$ cat config.mk
export PLATFORM = sky130hd
export DESIGN_NAME = controle_desvio
export DESIGN_NICKNAME = d
export VERILOG_FILES = /design/src/rtl/controle_desvio_pkg.sv /design/src/rtl/controle_desvio_calc_prox_pc.sv /design/src/rtl/controle_desvio.sv
export SDC_FILE = /design/constraint.sdc
export NUM_CORES = 1
export LEC_CHECK = 0
export CAP_MARGIN = 15
export CORE_ASPECT_RATIO = 0.5
export CORE_MARGIN = 4
export CORE_UTILIZATION = 25
export DETAILED_ROUTE_END_ITERATION = 16
export SLEW_MARGIN = 30
export SYNTH_ARGS = -nofsm -noshare
export SYNTH_HDL_FRONTEND = slang
export SYNTH_SLANG_ARGS = --single-unit
$ cat constraint.sdc
create_clock -name clk -period 1.5 [get_ports clk]
set_input_delay 0.225 -clock clk [delete_from_list [all_inputs] [get_ports clk]]
set_output_delay 0.225 -clock clk [all_outputs]
set_load 0.005 [all_outputs]
$ cat src/rtl/controle_desvio_pkg.sv
// Shared definitions for the nRISC fetch/execute sequencer and branch resolver.
package controle_desvio_pkg;

    localparam int PC_W_DEF     = 8;
    localparam int RESET_PC_DEF = 0;

    localparam logic [1:0] ST_IDLE  = 2'd0;
    localparam logic [1:0] ST_FETCH = 2'd1;
    localparam logic [1:0] ST_EXEC  = 2'd2;
    localparam logic [1:0] ST_HALT  = 2'd3;

    typedef enum logic [1:0] {
        IDLE  = ST_IDLE,
        FETCH = ST_FETCH,
        EXEC  = ST_EXEC,
        HALT  = ST_HALT
    } estado_t;

endpackage

$ cat src/rtl/controle_desvio_calc_prox_pc.sv
// Combinational branch resolution: next PC plus the taken / consume / halt decisions.
module calc_prox_pc #(
    parameter int PC_W = 8
) (
    input  logic [PC_W-1:0] pc,
    input  logic            op_halt,
    input  logic            op_jmp,
    input  logic            op_brc,
    input  logic            cond_atual,
    input  logic [PC_W-1:0] tgt_addr,
    output logic [PC_W-1:0] prox_pc,
    output logic            taken,
    output logic            consume,
    output logic            halt
);

    always_comb begin
        prox_pc = pc + PC_W'(1);
        taken   = 1'b0;
        consume = 1'b0;
        halt    = 1'b0;
        if (op_halt) begin
            prox_pc = pc;
            halt    = 1'b1;
        end else if (op_jmp) begin
            prox_pc = tgt_addr;
            taken   = 1'b1;
        end else if (op_brc) begin
            // The flag is consumed by any conditional branch, taken or not.
            consume = 1'b1;
            if (cond_atual) begin
                prox_pc = tgt_addr;
                taken   = 1'b1;
            end
        end
    end

endmodule

$ cat src/rtl/controle_desvio.sv
// nRISC fetch/execute sequencer: owns the PC, drives instruction fetch and
// resolves jumps/branches against the COND flag.
module controle_desvio
    import controle_desvio_pkg::*;
#(
    parameter int              PC_W     = PC_W_DEF,
    parameter logic [PC_W-1:0] RESET_PC = PC_W'(RESET_PC_DEF)
) (
    input  logic            clk,
    input  logic            reset,
    input  logic            imem_ack,
    output logic            imem_req,
    output logic [PC_W-1:0] imem_addr,
    input  logic            op_halt,
    input  logic            op_jmp,
    input  logic            op_brc,
    input  logic [PC_W-1:0] tgt_addr,
    input  logic            cond_atual,
    output logic            exec_en,
    output logic            reset_cond,
    output logic            branch_taken,
    output logic [PC_W-1:0] pc,
    output logic            halted
);

    estado_t         estado;
    estado_t         prox_estado;
    logic [PC_W-1:0] prox_pc;
    logic            taken;
    logic            consume;
    logic            halt;

    calc_prox_pc #(.PC_W(PC_W)) u_calc (
        .pc         (pc),
        .op_halt    (op_halt),
        .op_jmp     (op_jmp),
        .op_brc     (op_brc),
        .cond_atual (cond_atual),
        .tgt_addr   (tgt_addr),
        .prox_pc    (prox_pc),
        .taken      (taken),
        .consume    (consume),
        .halt       (halt)
    );

    always_comb begin
        prox_estado = estado;
        case (estado)
            IDLE:    prox_estado = FETCH;
            FETCH:   if (imem_ack) prox_estado = EXEC;
            EXEC:    prox_estado = halt ? HALT : FETCH;
            HALT:    prox_estado = HALT;
            default: prox_estado = IDLE;
        endcase
    end

    always_ff @(posedge clk or negedge reset) begin
        if (!reset) begin
            estado <= IDLE;
            pc     <= RESET_PC;
        end else begin
            estado <= prox_estado;
            // PC only moves on the edge leaving EXEC.
            if (estado == EXEC) pc <= prox_pc;
        end
    end

    // Strobes decode from state, so the async reset clears them immediately.
    assign imem_req     = (estado == FETCH);
    assign imem_addr    = pc;
    assign exec_en      = (estado == EXEC);
    assign branch_taken = exec_en & taken;
    assign reset_cond   = exec_en & consume;
    assign halted       = (estado == HALT);

endmodule
==> impl_metrics.py, run 1 <==
metrics = {
    "synthesis": {
        "netlist_area_um2": 652,
        "ys_warn_count": 0,
        "syn_nets": 92,
        "ys_seq_area_share_pct": 38.4,
        "syn_inst": 76,
        "synth_area_per_cell_um2": 8.58,
        "ys_seq_elements": 10,
        "ys_types": 24,
    },
    "final_layout": {
        "area_delta_synth_final_pct": 74.7,
        "final_nets": 132,
        "fin_cells": 150,
        "n_antenna_cell": 0,
        "final_common_cell": "clkdlybuf4s50_1",
        "layout_common_cells": "clkdlybuf4s50_1 (29), buf_4 (10), nand2_1 (7)",
        "drive_gt1_share_pct": 29.6,
        "final_area_um2": 1140,
    },
    "setup_path": {
        "crit_fanout": 2,
        "path_class": "flop to output pin",
        "required_ps": 1270,
        "rr_endpoint": "imem_addr[0]",
        "worstPathArrival_ps": 1350,
        "startpoint_type": "flop",
        "r2r-start": "estado[0]",
        "reg2reg_depth": 4,
        "endpoint_kind": "output pin",
        "r2r_slack_ps": -50,
    },
    "routing": {
        "drtPass1Iterations": 4,
        "ant_nets": 0,
        "wire_per_inst_um": 12.0,
        "wl_um": 1800,
        "via_count": 684,
        "first_iter_violations": 47,
        "drc_errors": 0,
        "viasPerCell": 4.56,
    },
    "die": {
        "core-area_um2": 2340,
        "initial_utilization_pct": 27.8,
        "die_h_um": 44.1,
        "dieArea_um2": 3540,
        "die-width_um": 80.2,
        "io_pins": 36,
        "row_count": 12,
    },
    "power": {
        "pwr-share-clk_pct": 29.3,
        "comb_power_share_pct": 33.8,
        "p_sw_w": 0.000328,
        "swShare_pct": 27.9,
        "seqPwrFrac_pct": 37.0,
        "power_density_nw_per_um2": 1030,
        "p_total_w": 0.00117,
        "intPower_w": 0.000845,
        "max-vdd-ir-drop_uv": 315,
        "leakage_nw": 0.448,
    },
    "grt": {
        "grtUsageTotal_pct": 10.7,
        "antenna_found_initial": 0,
        "grt_pass1_vias": 627,
        "grt_pass1_wl_um": 2950,
        "overflow": 0,
        "grt_max_degree": 17,
    },
    "timing": {
        "skew_ps": 0.930,
        "setup_tns_ps": -175,
        "slew_viol_final": 0,
        "setup_viol": 3,
        "setup_ws_ps": -78.1,
        "hold-worst-slack_ps": 320,
        "finalHoldViolCount": 0,
        "tightest_slew_ps": 488,
        "max_freq_mhz": 634,
        "slew_headroom_pct": 67.4,
        "finalCriticalPeriod_ps": 1580,
        "rsz0062_at_grt": "true",
        "finalCritPeriodShare_pct": 105,
    },
    "clock_network": {
        "clock-root-buffer": "clkbuf_8",
        "path_clk_slew_ps": 50,
        "numCtsBuffers": 3,
        "clk_path_buf_depth": 2,
        "cts_tree": "built",
        "htree_levels": 1,
        "clk_latency_ps": 240,
        "clkSinkCount": 10,
        "postCtsHoldBufs": 0,
    },
    "status": {
        "status": "complete, but fails checks",
        "violations": "setup timing",
    },
    "placement": {
        "placed_cells": 144,
        "gp_congestion": 0.730,
        "port_buffers": 35,
        "dpl-instance-area_um2": 1030,
        "dp.final_hpwl_um": 1350,
    },
    "worst_hold_path": {
        "hold_class": "input port to asynchronous set/reset pin",
    },
    "job": {
        "drv_cap": 0,
    },
}
-- state kept, by name (all words and copies together), names as in the netlist --
register and count:
estado 2, imem_addr 8
-- through the flow --
step	util, %	setup slack (ps)
2_1_floorplan	-	104
3_3_place_gp	44.1	-511
3_5_place_dp	44.1	-535
4_1_cts	47.2	-76.4
5_1_grt	48.6	-125
6_report	48.6	-78.1
-- how the worst max path moves through the flow --
stage                     slack (ps)           end  cells after the start      start
after floorplan                  100  imem_addr[0]                      3  estado[0]
after global placement          -510    reset_cond                      4    op_halt
after detailed placement        -540    reset_cond                      4    op_halt
after CTS                        -80  branch_taken                      4  estado[0]
after global routing            -120  branch_taken                      4  estado[0]
final                            -80  branch_taken                      4  estado[0]
-- power by group through the flow --
| stage | sequential (W) | clock [W] | combinational, W |
|---|---|---|---|
| after floorplan | 0.000414 | 0 | 0.000177 |
| after global placement | 0.000428 | 0 | 0.000390 |
| after detailed placement | 0.000430 | 0 | 0.000393 |
| after CTS | 0.000429 | 0.000346 | 0.000395 |
| after global routing | 0.000452 | 0.000360 | 0.000424 |
| final | 0.000433 | 0.000343 | 0.000396 |
-- cells in the mapped netlist --
master | number | share of area [%]
nand2_1 | 7 | 4.0
nand3_1 | 5 | 3.8
and2_2 | 1 | 1.2
nor3b_1 | 2 | 2.3
dfrtp_1 | 10 | 38
buf_4 | 8 | 9.2
a2bb2oi_1 | 2 | 2.7
mux2i_1 | 1 | 1.5
o22a_2 | 1 | 1.5
and2b_2 | 2 | 2.7
inv_1 | 2 | 1.2
o21ai_0 | 4 | 3.1
o22ai_1 | 3 | 2.9
nor2_1 | 6 | 3.5
a21oi_1 | 11 | 8.4
and4_1 | 1 | 1.3
o22a_1 | 1 | 1.3
buf_2 | 2 | 1.5
a221o_1 | 1 | 1.5
buf_6 | 1 | 1.7
and3_1 | 1 | 0.96
or3b_1 | 1 | 1.3
ha_1 | 1 | 1.9
nand4_1 | 2 | 1.9
-- final cells by class --
| type | instances | area (µm²) |
|---|---|---|
| fill | 239 | 1200 |
| inverter | 2 | 7.51 |
| timing repair buffer | 46 | 422 |
| clock buffer | 4 | 55.1 |
| multi-input combinational | 53 | 354 |
| sequential | 10 | 256 |
| tap | 35 | 43.8 |
-- cell families after synthesis --
kind of cell | share of synthesized area [%]
flops | 38.4
fa+ha+maj | 1.92
mux | 1.54
buf+inv | 13.6
simple gates | 23.0
compound gates | 21.5
-- critical path: stages (launching register included) --
cell and delay [ps]:
dfrtp_1 400, or3b_4 400, buf_6 130, nor2_4 70, buf_2 110
-- per-layer routing --
layer / track usage [%] / vias up / share of wire [%]
met3: 3.25 / 4 / 4.3
met2: 17.9 / 18 / 47
met5: 0 / - / 0
met4: 3.03 / 0 / 1.1
li1: - / 346 / -
met1: 13.5 / 316 / 47
-- repair_timing --
action                                  in CTS  in global routing
gates resized for setup                     20                  8
setup buffers                                1                  1
endpoints found under the setup margin       8                 15
pin swaps                                    2                  1
cloned                                       0                  0
(Power assumes the default switching activity.)
==> inputs of run 2 (changes only) <==
--- a/config.mk
+++ b/config.mk
@@ -9,6 +9,7 @@
 export CORE_ASPECT_RATIO = 0.5
 export CORE_MARGIN = 4
 export CORE_UTILIZATION = 25
+export CTS_CLUSTER_SIZE = 30
 export DETAILED_ROUTE_END_ITERATION = 16
 export SLEW_MARGIN = 30
 export SYNTH_ARGS = -nofsm -noshare
==> constraint.sdc (replaced) <==
create_clock -name clk -period 1.5 [get_ports clk]
set_input_delay 0.225 -clock clk [delete_from_list [all_inputs] [get_ports clk]]
set_output_delay 0.225 -clock clk [all_outputs]
set_load 0.01 [all_outputs]
==> impl_metrics.py, run 2 (synthesis results as in run 1) <==
metrics = {
    "routing": {
        "drc_errors": 0,
        "ant_nets": 0,
        "via_count": 688,
        "wl_um": 1810,
        "wire_per_inst_um": 12.1,
        "first_iter_violations": 36,
        "drtPass1Iterations": 4,
        "viasPerCell": 4.62,
    },
    "final_layout": {
        "final_nets": 131,
        "drive_gt1_share_pct": 25.4,
        "largest_reg_flops": 8,
        "layout_common_cells": "clkdlybuf4s50_1 (29), a21oi_1 (10), buf_4 (10)",
        "area_delta_synth_final_pct": 71.0,
        "n_antenna_cell": 0,
        "final_common_cell": "clkdlybuf4s50_1",
    },
    "clock_network": {
        "clock-root-buffer": "clkbuf_8",
        "clk_path_buf_depth": 2,
        "cts_tree": "built",
        "numCtsBuffers": 3,
        "clk_latency_ps": 240,
        "htree_levels": 1,
        "path_clk_slew_ps": 50,
        "clkSinkCount": 10,
    },
    "timing": {
        "slew_viol_final": 0,
        "finalCriticalPeriod_ps": 1570,
        "max_freq_mhz": 639,
        "rsz0062_at_grt": "true",
        "setup_viol": 1,
        "skew_ps": 0.378,
        "tightest_slew_ps": 482,
        "hold-worst-slack_ps": 319,
        "slew_headroom_pct": 67.8,
        "finalCritPeriodShare_pct": 104,
        "setup_ws_ps": -65.8,
        "finalHoldViolCount": 0,
    },
    "grt": {
        "grt_pass1_wl_um": 2950,
        "grt_max_degree": 11,
        "grtUsageTotal_pct": 10.8,
        "grt_use_met2_pct": 17.6,
        "grt_pass1_vias": 671,
        "overflow": 0,
        "antenna_found_initial": 0,
        "top_usage_layer": "met2",
        "met1_usage_pct": 13.2,
        "grtUsageMet3_pct": 4.07,
    },
    "placement": {
        "gp_congestion": 0.712,
        "dp.final_hpwl_um": 1400,
        "dp_slack_ps": -587,
        "port_buffers": 35,
    },
    "power": {
        "p_total_w": 0.00122,
        "intPower_w": 0.000853,
        "p_sw_w": 0.000370,
        "swShare_pct": 30.3,
        "seqPwrFrac_pct": 35.2,
        "leakage_nw": 0.438,
        "max-vdd-ir-drop_uv": 346,
        "power_density_nw_per_um2": 1100,
        "pwr-share-clk_pct": 27.8,
        "comb_power_share_pct": 37.0,
    },
    "setup_path": {
        "path_class": "flop to output pin",
        "required_ps": 1270,
        "crit_path_max_incr_delay_ps": 420,
        "crit_slowest_cell": "or3b_4",
        "crit_chain": "or3b_4 -> nor3b_2 -> buf_2",
        "crit_fanout": 4,
        "startpoint_type": "flop",
        "worstPathArrival_ps": 1340,
        "reg2reg_depth": 4,
        "r2r_slack_ps": 120,
        "endpoint_kind": "output pin",
    },
    "die": {
        "core-area_um2": 2340,
        "dieArea_um2": 3540,
        "row_count": 12,
        "io_pins": 36,
        "die_h_um": 44.1,
        "initial_utilization_pct": 27.8,
        "die-width_um": 80.2,
    },
    "status": {
        "status": "complete, but fails checks",
        "violations": "setup timing",
    },
    "worst_hold_path": {
        "hold_class": "input port to asynchronous set/reset pin",
    },
    "job": {
        "drv_cap": 0,
    },
}
## run 2: cell type report
type                    count  area [µm²]
inverters                   2        7.51
well taps                  35        43.8
fillers                   239        1230
repair buffers             45         420
flip-flops and latches     10         256
clock buffers               4        55.1
multi-input cells          53         332
## run 2: routing by layer
layer	wire length, µm	part of all wire (%)	vias to the layer above
met5	0	0	-
met4	15	0.83	0
met3	87	4.8	2
met2	848	47	16
met1	855	47	326
li1	-	-	344
## run 2: critical path: cells and delay by family, from the launching register on
family / cells / cell delay (ps)
flip-flops: 1 / 380
buffers and inverters: 1 / 150
AND/OR/NAND/NOR: 2 / 580
## run 2: repair_timing
action	4_1_cts	5_1_grt
setup endpoints to repair	14	11
endpoints found under the hold margin	0	0
hold buffers	0	0
pin swaps	2	0
resized for setup	22	4
buffers inserted	0	1
## run 2: path summary, 6_finish.rpt
kind | end | startpoint
max | reset_cond | estado[0]
min | estado[0] | reset
max reg2reg | imem_addr[7] | estado[0]
min reg2reg | imem_addr[1] | imem_addr[1]
max in group asynchronous | imem_addr[4] | reset
min in group clk | estado[1] | op_halt
## run 2: metrics by stage
step           utilization (%)  cells  setup TNS [ps]  area, µm²
6_report                  47.6    149           -65.8       1110
5_1_grt                   47.6    149            -213       1110
4_1_cts                   47.1    148           -81.9       1100
3_5_place_dp              44.1    144           -2290       1030
3_3_place_gp              44.1    144           -2170       1030
2_1_floorplan                -     76               0        652
## run 2: power by group through the flow
stage | logic [W] | clock network, W | registers (W)
global route | 0.000480 | 0.000364 | 0.000447
floorplan | 0.000200 | 0 | 0.000435
finish | 0.000452 | 0.000340 | 0.000431
detailed placement | 0.000441 | 0 | 0.000431
CTS | 0.000445 | 0.000350 | 0.000434
global placement | 0.000437 | 0 | 0.000428
==> inputs of run 3 (changes only) <==
--- a/config.mk
+++ b/config.mk
@@ -11,6 +11,8 @@
 export CORE_UTILIZATION = 25
 export CTS_CLUSTER_SIZE = 30
 export DETAILED_ROUTE_END_ITERATION = 16
+export GPL_ROUTABILITY_DRIVEN = 0
+export SKIP_LAST_GASP = 1
 export SLEW_MARGIN = 30
 export SYNTH_ARGS = -nofsm -noshare
 export SYNTH_HDL_FRONTEND = slang
==> results of run 3 <==
The final DEF is identical to that of run 2; final timing and power are the same.
Among the figures that moved: number of gates resized after CTS 22 -> 21
